===== src/rtl/norm_share_ctrl_if.sv =====
// norm_share_ctrl_if -- signal bundle around the shared-normaliser controller.
//
// Groups the three handshakes the controller takes part in:
//   requesters : req / reqData in, gnt out (gnt is a 1-cycle capture pulse)
//   normaliser : norm_start / norm_D out, norm_done / norm_F / norm_P in
//   consumer   : out_valid / out_F / out_P / out_id / out_err out, out_ready in
//
// Handshake rules: out_valid, once high, stays high with out_* frozen until
// the cycle where out_ready is also high; that cycle is the transfer.
// norm_start is a single-cycle pulse; norm_D is held from that pulse until
// norm_done (or the timeout) ends the wait. norm_done is only looked at while
// waiting, out_ready only while a result is held.
//
// Modports: master = controller side, slave = environment side.
interface norm_share_ctrl_if #(
  parameter int NUM_REQ = 4,
  parameter int ID_W    = 2
);
  logic [NUM_REQ-1:0]   req;
  logic [4*NUM_REQ-1:0] reqData;
  logic [NUM_REQ-1:0]   gnt;
  logic                 norm_start;
  logic [3:0]           norm_D;
  logic                 norm_done;
  logic [3:0]           norm_F;
  logic [1:0]           norm_P;
  logic                 out_valid;
  logic                 out_ready;
  logic [3:0]           out_F;
  logic [1:0]           out_P;
  logic [ID_W-1:0]      out_id;
  logic                 out_err;

  modport master (
    input  req, reqData, norm_done, norm_F, norm_P, out_ready,
    output gnt, norm_start, norm_D, out_valid, out_F, out_P, out_id, out_err
  );

  modport slave (
    output req, reqData, norm_done, norm_F, norm_P, out_ready,
    input  gnt, norm_start, norm_D, out_valid, out_F, out_P, out_id, out_err
  );
endinterface


===== src/rtl/norm_share_ctrl.sv =====
// norm_share_ctrl -- shares one 4-bit normaliser among NUM_REQ requesters.
//
// One word is accepted per transaction from the arbitration winner, sent to
// the normaliser (zero words skip it), and the result is returned tagged with
// the requester id. A hung normaliser is aborted after TIMEOUT wait cycles and
// reported with out_err=1, F=0, P=0.
//
// Ports:
//   sysClk      clock, rising edge
//   sysRst      asynchronous reset, active-high
//   bus         norm_share_ctrl_if.master (requester, normaliser, result)
//   o_dbg_state current FSM state (IDLE=0, ISSUE=1, WAIT=2, HOLD=3)
//
// Configuration macro: NORM_SHARE_PRIO_EN -- when defined, the lowest
// requesting index always wins and no round-robin pointer exists; otherwise
// round-robin arbitration starting at the pointer.
module norm_share_ctrl #(
  parameter int NUM_REQ = 4,
  parameter int ID_W    = 2,
  parameter int TIMEOUT = 16,
  parameter int TMR_W   = 5
) (
  input  logic                sysClk,
  input  logic                sysRst,
  norm_share_ctrl_if.master   bus,
  output logic [1:0]          o_dbg_state
);

  typedef enum logic [1:0] {
    S_IDLE  = 2'd0,
    S_ISSUE = 2'd1,
    S_WAIT  = 2'd2,
    S_HOLD  = 2'd3
  } state_t;

  localparam logic [TMR_W-1:0] TMR_LAST = TMR_W'(TIMEOUT - 1);

  state_t             r_state;
  state_t             w_next;
  logic [NUM_REQ-1:0] r_gnt;
  logic               r_norm_start;
  logic [3:0]         r_norm_D;
  logic [3:0]         r_word;
  logic [ID_W-1:0]    r_id;
  logic [3:0]         r_out_F;
  logic [1:0]         r_out_P;
  logic [ID_W-1:0]    r_out_id;
  logic               r_out_err;
  logic [TMR_W-1:0]   r_timer;

  logic               w_found;
  logic [ID_W-1:0]    w_win;
  logic [3:0]         w_word;
  logic [NUM_REQ-1:0] w_gnt;
  int                 w_idx;

`ifndef NORM_SHARE_PRIO_EN
  logic [ID_W-1:0]    r_rr;
  logic [ID_W-1:0]    w_rr_next;
`endif

  // Arbitration: scan NUM_REQ slots from the start point (pointer or 0),
  // first requester found wins.
  always_comb begin
    w_found = 1'b0;
    w_win   = '0;
    w_word  = '0;
    w_gnt   = '0;
    w_idx   = 0;
    for (int k = 0; k < NUM_REQ; k++) begin
`ifdef NORM_SHARE_PRIO_EN
      w_idx = k;
`else
      w_idx = int'(r_rr) + k;
      if (w_idx >= NUM_REQ) w_idx = w_idx - NUM_REQ;
`endif
      if (!w_found && bus.req[w_idx]) begin
        w_found       = 1'b1;
        w_win         = ID_W'(w_idx);
        w_word        = bus.reqData[4*w_idx +: 4];
        w_gnt[w_idx]  = 1'b1;
      end
    end
  end

`ifndef NORM_SHARE_PRIO_EN
  assign w_rr_next = (w_win == ID_W'(NUM_REQ - 1)) ? '0 : w_win + 1'b1;
`endif

  // Next-state logic. The zero-word decision is made in ISSUE so a zero word
  // reaches HOLD on the same step where a real word would pulse norm_start.
  always_comb begin
    w_next = r_state;
    case (r_state)
      S_IDLE:  if (w_found) w_next = S_ISSUE;
      S_ISSUE: w_next = (r_word == 4'd0) ? S_HOLD : S_WAIT;
      S_WAIT:  if (bus.norm_done || (r_timer == TMR_LAST)) w_next = S_HOLD;
      S_HOLD:  if (bus.out_ready) w_next = S_IDLE;
      default: w_next = S_IDLE;
    endcase
  end

  always_ff @(posedge sysClk or posedge sysRst) begin
    if (sysRst) r_state <= S_IDLE;
    else        r_state <= w_next;
  end

  // Datapath registers; gnt and norm_start default low so each is a pulse.
  always_ff @(posedge sysClk or posedge sysRst) begin
    if (sysRst) begin
      r_gnt        <= '0;
      r_norm_start <= 1'b0;
      r_norm_D     <= '0;
      r_word       <= '0;
      r_id         <= '0;
      r_out_F      <= '0;
      r_out_P      <= '0;
      r_out_id     <= '0;
      r_out_err    <= 1'b0;
      r_timer      <= '0;
`ifndef NORM_SHARE_PRIO_EN
      r_rr         <= '0;
`endif
    end else begin
      r_gnt        <= '0;
      r_norm_start <= 1'b0;
      case (r_state)
        S_IDLE: begin
          if (w_found) begin
            r_gnt  <= w_gnt;
            r_word <= w_word;
            r_id   <= w_win;
`ifndef NORM_SHARE_PRIO_EN
            r_rr   <= w_rr_next;
`endif
          end
        end
        S_ISSUE: begin
          r_timer <= '0;
          if (r_word != 4'd0) begin
            r_norm_start <= 1'b1;
            r_norm_D     <= r_word;
          end else begin
            r_out_F   <= '0;
            r_out_P   <= '0;
            r_out_id  <= r_id;
            r_out_err <= 1'b0;
          end
        end
        S_WAIT: begin
          // done in the last timeout cycle still counts as a good result
          if (bus.norm_done) begin
            r_out_F   <= bus.norm_F;
            r_out_P   <= bus.norm_P;
            r_out_id  <= r_id;
            r_out_err <= 1'b0;
          end else if (r_timer == TMR_LAST) begin
            r_out_F   <= '0;
            r_out_P   <= '0;
            r_out_id  <= r_id;
            r_out_err <= 1'b1;
          end else begin
            r_timer <= r_timer + 1'b1;
          end
        end
        default: ;
      endcase
    end
  end

  assign bus.gnt        = r_gnt;
  assign bus.norm_start = r_norm_start;
  assign bus.norm_D     = r_norm_D;
  assign bus.out_valid  = (r_state == S_HOLD);
  assign bus.out_F      = r_out_F;
  assign bus.out_P      = r_out_P;
  assign bus.out_id     = r_out_id;
  assign bus.out_err    = r_out_err;
  assign o_dbg_state    = r_state;

endmodule

===== src/flat_wrapper.sv =====
// flat-port wrapper written by rule: the top's interface ports become plain ports
module norm_share_ctrl_flat 
#(
  parameter int NUM_REQ = 4,
  parameter int ID_W    = 2,
  parameter int TIMEOUT = 16,
  parameter int TMR_W   = 5
)
  (sysClk, sysRst, o_dbg_state, bus_req, bus_reqData, bus_norm_done, bus_norm_F, bus_norm_P, bus_out_ready, bus_gnt, bus_norm_start, bus_norm_D, bus_out_valid, bus_out_F, bus_out_P, bus_out_id, bus_out_err);
  norm_share_ctrl_if #(.NUM_REQ(NUM_REQ), .ID_W(ID_W)) bus_i ();
  input  logic sysClk;
  input  logic sysRst;
  output logic [1:0] o_dbg_state;
  input wire logic [$bits(bus_i.req)-1:0] bus_req;
  input wire logic [$bits(bus_i.reqData)-1:0] bus_reqData;
  input wire logic [$bits(bus_i.norm_done)-1:0] bus_norm_done;
  input wire logic [$bits(bus_i.norm_F)-1:0] bus_norm_F;
  input wire logic [$bits(bus_i.norm_P)-1:0] bus_norm_P;
  input wire logic [$bits(bus_i.out_ready)-1:0] bus_out_ready;
  output wire logic [$bits(bus_i.gnt)-1:0] bus_gnt;
  output wire logic [$bits(bus_i.norm_start)-1:0] bus_norm_start;
  output wire logic [$bits(bus_i.norm_D)-1:0] bus_norm_D;
  output wire logic [$bits(bus_i.out_valid)-1:0] bus_out_valid;
  output wire logic [$bits(bus_i.out_F)-1:0] bus_out_F;
  output wire logic [$bits(bus_i.out_P)-1:0] bus_out_P;
  output wire logic [$bits(bus_i.out_id)-1:0] bus_out_id;
  output wire logic [$bits(bus_i.out_err)-1:0] bus_out_err;
  assign bus_i.req = bus_req;
  assign bus_i.reqData = bus_reqData;
  assign bus_i.norm_done = bus_norm_done;
  assign bus_i.norm_F = bus_norm_F;
  assign bus_i.norm_P = bus_norm_P;
  assign bus_i.out_ready = bus_out_ready;
  assign bus_gnt = bus_i.gnt;
  assign bus_norm_start = bus_i.norm_start;
  assign bus_norm_D = bus_i.norm_D;
  assign bus_out_valid = bus_i.out_valid;
  assign bus_out_F = bus_i.out_F;
  assign bus_out_P = bus_i.out_P;
  assign bus_out_id = bus_i.out_id;
  assign bus_out_err = bus_i.out_err;
  norm_share_ctrl #(.NUM_REQ(NUM_REQ), .ID_W(ID_W), .TIMEOUT(TIMEOUT), .TMR_W(TMR_W)) u_core (.sysClk(sysClk), .sysRst(sysRst), .bus(bus_i), .o_dbg_state(o_dbg_state));
endmodule

===== config.mk =====
export PLATFORM = sky130hd
export DESIGN_NAME = norm_share_ctrl_flat
export DESIGN_NICKNAME = d
export VERILOG_FILES = /design/src/rtl/norm_share_ctrl_if.sv /design/src/rtl/norm_share_ctrl.sv /design/src/flat_wrapper.sv
export SDC_FILE = /design/constraint.sdc
export NUM_CORES = 1
export LEC_CHECK = 0
export CORE_MARGIN = 3
export CORE_UTILIZATION = 48
export DETAILED_ROUTE_END_ITERATION = 12
export GPL_ROUTABILITY_DRIVEN = 0
export PLACE_DENSITY = 0.76
export SETUP_SLACK_MARGIN = 0.4
export SLEW_MARGIN = 20
export SYNTH_ARGS = -nofsm -noshare
export SYNTH_HDL_FRONTEND = slang
export SYNTH_SLANG_ARGS = --single-unit

===== constraint.sdc =====
create_clock -name sysClk -period 7.18 [get_ports sysClk]
set_clock_uncertainty 0.2 [all_clocks]
set_input_delay 1.077 -clock sysClk [delete_from_list [all_inputs] [get_ports sysClk]]
set_output_delay 1.077 -clock sysClk [all_outputs]
set_load 0.02 [all_outputs]

; ---- Yosys cells after proc, flatten, opt, wreduce, memory -nomap -nowiden
; Cells that the tools add are included.
[word_totals]
regBits = 33
inputBits = 30
output_inout_bits = 21
[op_classes]
n_addsub = 9
magnitude_cmp = 12
eq_ne = 12
n_shift = 4
mux = 69
n_bitwise = 3
reduce_logical = 20
[ops]
columns = operator, n
row1 = "greater-or-equal comparator 32 x 1 -> 1 bit, second input constant", 4
row2 = "< comparator 32 x 4 -> 1 bit, second input constant", 4
row3 = 2-to-1 mux 32 bit, 4
row4 = indexed part select 16 x 32 -> 4 bit, 4
row5 = "greater-or-equal comparator 32 x 4 -> 1 bit, second input constant", 3
row6 = "subtractor 32 x 4 -> 32 bit, second input constant", 3
row7 = 2-to-1 mux 4 bit, 13
row8 = 2-to-1 mux 2 bit, 14
row9 = 2-to-1 mux 1 bit, 22
row10 = bitwise OR 4 bit, 3
row11 = 2-to-1 mux 5 bit, 2
row12 = case mux 5 bit (2 select lines), 1
row13 = AND reduction 3 bit, 3
row14 = binary-select mux 1 bit (select 2 bit), 4
row15 = demux 1 bit (select 2 bit), 4
row16 = "!= test 2 bit, second input constant", 4
row17 = case mux 2 bit (2 select lines), 2
row18 = case mux 2 bit (4 select lines), 1
row19 = case mux 4 bit (2 select lines), 1
row20 = logical AND 1 bit, 7
row21 = "adder 2 x 2 -> 3 bit, second input constant", 2
row22 = "== test 2 bit, second input constant", 3
row23 = "adder 5 x 1 -> 5 bit, second input constant", 1
row24 = "== test 5 x 4 -> 1 bit, second input constant", 1
row25 = 15 further kinds, 19

; ---- Depth between registers and ports, before layout
[depth]
word_depth = 17
depth_mapped = 13
ltp_nobuf = 9

; ---- Worst setup path before layout
; No wires, ideal clock.
[synth_path]
path_kind = register to register
start = register (tool-made name)
end = register u_core.r_word[0]
arrival_time_ns = 2.923
slack_ns = 3.931
stages_incl_launch_ff = 12
n_path_buf = 5
period_less_slack_ns = 3.249
path_cell_list = dfrtp_1 > buf_6 > buf_2 > buf_2 > inv_1 > ha_1 > buf_6 > mux4_2 > buf_6 > o41ai_4 > nor2_1 > a221o_1
[synth_lines]
columns = element, line_no
row1 = end signal: assignment, norm_share_ctrl.sv:131  ; r_word <= w_word;
row2 = end: declaration, norm_share_ctrl.sv:43  ; logic [3:0] r_word;

==> impl_metrics.py <==
metrics = {
    "outcome": {
        "status": "finished, final reports clean",
    },
    "global_routing": {
        "grt_pass1_vias": 1923,
        "overflow": 0,
        "antenna_found_initial": 0,
        "grt_pass1_wl_mm": 9.16,
        "grtUsageMet1": 0.255,
        "top_usage_layer": "met2",
        "grt_util_met3": 0.0340,
        "grt_max_degree": 38,
        "met2_usage": 0.311,
        "grtUsageTotal": 0.189,
    },
    "power_and_ir_drop": {
        "p_leak_nw": 1.26,
        "power_density_mw_per_mm2": 454,
        "p_total_mw": 1.36,
        "ir_drop_mv": 0.225,
    },
    "drt": {
        "antenna_left": 0,
        "vias_per_cell": 5.60,
        "dr.pass1.iters": 4,
        "drtIter0Drc": 118,
        "drc": 0,
        "drt-total-wl_mm": 5.41,
        "vias": 2017,
        "wl_per_cell_um": 15.0,
    },
    "die": {
        "fp.coreArea_mm2": 0.00479,
        "rows": 25,
        "pin_count": 51,
        "die_w_um": 76.9,
        "dieArea_mm2": 0.00592,
        "initial_utilization": 0.504,
        "die_height_um": 76.9,
    },
    "synth": {
        "ys_types": 41,
        "yosysWarnings": 0,
        "ys_seq_area_frac": 0.342,
        "synth_async_sr_flop_share": 1.00,
        "syn_nets": 295,
        "synth_top_area_frac": 0.342,
        "ys_ff_latch": 33,
        "synth-edff-count": 0,
        "synth_largest_area_cell": "dfrtp_1",
        "synthCells": 252,
        "synthTopCellsByArea": "dfrtp_1 34%, mux4_2 10%, ha_1 6.7%, nand2_1 4.5%, o21ai_0 3.5%",
        "syn-cell-area_mm2": 0.00241,
        "ys.flop_type": "dfrtp_1",
        "avgSynthCellArea_um2": 9.58,
        "synth_common_cells": "33 x dfrtp_1, 29 x nand2_1, 17 x nor2_1, 17 x o21ai_0, 14 x inv_1",
        "yosysMostFrequentCell": "dfrtp_1",
    },
    "clock_tree": {
        "htreeDepth": 2,
        "postCtsHoldBufs": 0,
        "cts_sinks": 33,
        "clk_pin_slew_ns": 0.07,
        "cts_root_buffer": "clkbuf_8",
        "clk_latency_ns": 0.28,
        "numCtsBuffers": 5,
        "clk_path_buf_depth": 2,
        "cts_resized": 0,
        "cts_tree": "done",
        "post-cts-setup-buffers": 0,
    },
    "setup_path": {
        "crit_path_max_fanout": 37,
        "critical_path.cell_chain": "buf_4 > inv_1 > ha_1 > mux4_2 > o41ai_4 > nor2_1 > a221o_1",
        "setup.worst_path.start_class": "register",
        "worst_ep_arrival_time_ns": 3.99,
        "crit_path_max_incr_delay_ns": 0.78,
        "cp-end-kind": "register",
        "crit_end": "u_core.r_word[0]$_DFFE_PP0P_",
        "r2r-end": "u_core.r_word[0]$_DFFE_PP0P_",
        "crit_slowest_cell": "ha_1",
        "worstSetupPathType": "register to register",
        "rr_worst_depth": 7,
        "ff2ff_setup_slack_ns": 3.15,
        "worstPathRequired_ns": 7.14,
    },
    "timing": {
        "finalHoldViolCount": 0,
        "fin_crit_sh": 0.561,
        "relSlewSlack": 0.504,
        "rsz0062_at_grt": "no",
        "finalMaxSlewViolations": 0,
        "worstMarginPinSlew_ns": 0.742,
        "setup_viol": 0,
        "max_freq_ghz": 0.248,
        "setup_tns_ns": 0,
        "period_needed_ns": 4.03,
    },
    "layout": {
        "drive_gt1_frac": 0.0956,
        "nNetsFinal": 335,
        "syn2layout_area_growth_pct": 24.5,
        "final_util": 0.628,
        "diodes": 0,
        "fin_area_mm2": 0.00300,
    },
    "placement": {
        "dp_hpwl_mm": 4.05,
        "port_buffers": 50,
        "place_area_mm2": 0.00290,
    },
    "job": {
        "max-cap-violations": 0,
    },
    "min_path": {
        "min_path_type": "register to register",
    },
}
==> layout by cell type, fill, tap and decap left out, drive strengths merged, types with 2 or more instances in the layout <==
master | netlist | routed
nor3b | 2 | 2
ha | 13 | 13
clkbuf | 8 | 7
xnor2 | 2 | 2
nand2b | 6 | 6
a31oi | 5 | 5
mux4 | 11 | 11
mux2i | 8 | 8
inv | 14 | 14
buf | 11 | 2
nor3 | 3 | 3
and3 | 3 | 3
o211ai | 5 | 5
o31ai | 2 | 2
a22oi | 4 | 4
a32oi | 2 | 2
dfrtp | 33 | 33
a22o | 8 | 8
clkdlybuf4s50 | 0 | 50
nand3 | 11 | 11
a221oi | 5 | 5
o21ai | 20 | 20
nand2 | 29 | 29
nor4 | 3 | 3
mux2 | 6 | 6
a21oi | 7 | 7
o22a | 2 | 2
nor2 | 17 | 17
==> critical path, delay by kind of cell, from the launching register on <==
family | cells | cell delay [ns]
flops | 1 | 0.32
buf+inv | 2 | 0.61
fa+ha+maj | 1 | 0.78
mux | 1 | 0.78
simple gates | 1 | 0.11
compound gates | 2 | 1.08
==> kinds of logic after synthesis <==
group	count (synthesis)	share of synthesized area
AO/OA/AOI/OAI	69	0.205
XOR/XNOR	2	0.00726
adder cells (fa/ha/maj)	13	0.0674
buffers and inverters	33	0.0674
flip-flops	33	0.342
multiplexers	25	0.164
AND/OR/NAND/NOR	77	0.147
==> state kept, by name, indices dropped and copies added, names as in the netlist, 2 cells and up, named ones only <==
signal / flops
u_core.r_timer: 5
u_core.bus.out_P: 2
u_core.r_word: 4
u_core.r_id: 2
u_core.bus.out_F: 4
u_core.o_dbg_state: 2
u_core.bus.out_id: 2
u_core.bus.norm_D: 4
u_core.bus.gnt: 4
==> final cells by class <==
cell class	instances	area, µm²
clock buffer	7	96.3
inverter	14	52.6
multi-input combinational	186	1430
fill	424	1780
sequential	33	826
clock inverter	1	5.00
tap	67	83.8
timing repair buffer	52	515
==> routing by layer <==
metal  up-vias  part of all wire
met4         0             0.013
li1       1016                 -
met2        39              0.49
met5         -                 0
met1       952              0.47
met3        10             0.030
==> power breakdown <==
group,switching (mW),total [mW],internal [mW]
Clock,0.0634,0.150,0.0865
Sequential,0.0550,0.315,0.260
Combinational,0.502,0.898,0.396
Total,0.620,1.36,0.742
==> through the flow <==
stage,worst slack (ns),hold WS (ns),cells
finish,3.15,0.280,360
global route,2.85,0.297,360
CTS,3.16,0.285,360
detailed placement,3.16,0.269,352
global placement,3.26,0.262,352
floorplan,3.93,0.241,252
==> worst min path at each step <==
stage | from | to | cells after the start
3_3_place_gp | u_core.bus.out_F[1]$_DFFE_PP0P_ | u_core.bus.out_F[1]$_DFFE_PP0P_ | 2
6_report | u_core.bus.out_F[0]$_DFFE_PP0P_ | u_core.bus.out_F[0]$_DFFE_PP0P_ | 2
2_1_floorplan | u_core.r_id[0]$_DFFE_PP0P_ | u_core.r_id[0]$_DFFE_PP0P_ | 2
5_1_grt | u_core.bus.out_F[0]$_DFFE_PP0P_ | u_core.bus.out_F[0]$_DFFE_PP0P_ | 2
3_5_place_dp | u_core.bus.out_F[3]$_DFFE_PP0P_ | u_core.bus.out_F[3]$_DFFE_PP0P_ | 2
4_1_cts | u_core.bus.out_F[3]$_DFFE_PP0P_ | u_core.bus.out_F[3]$_DFFE_PP0P_ | 2
Power figures use the tool's default switching activity.
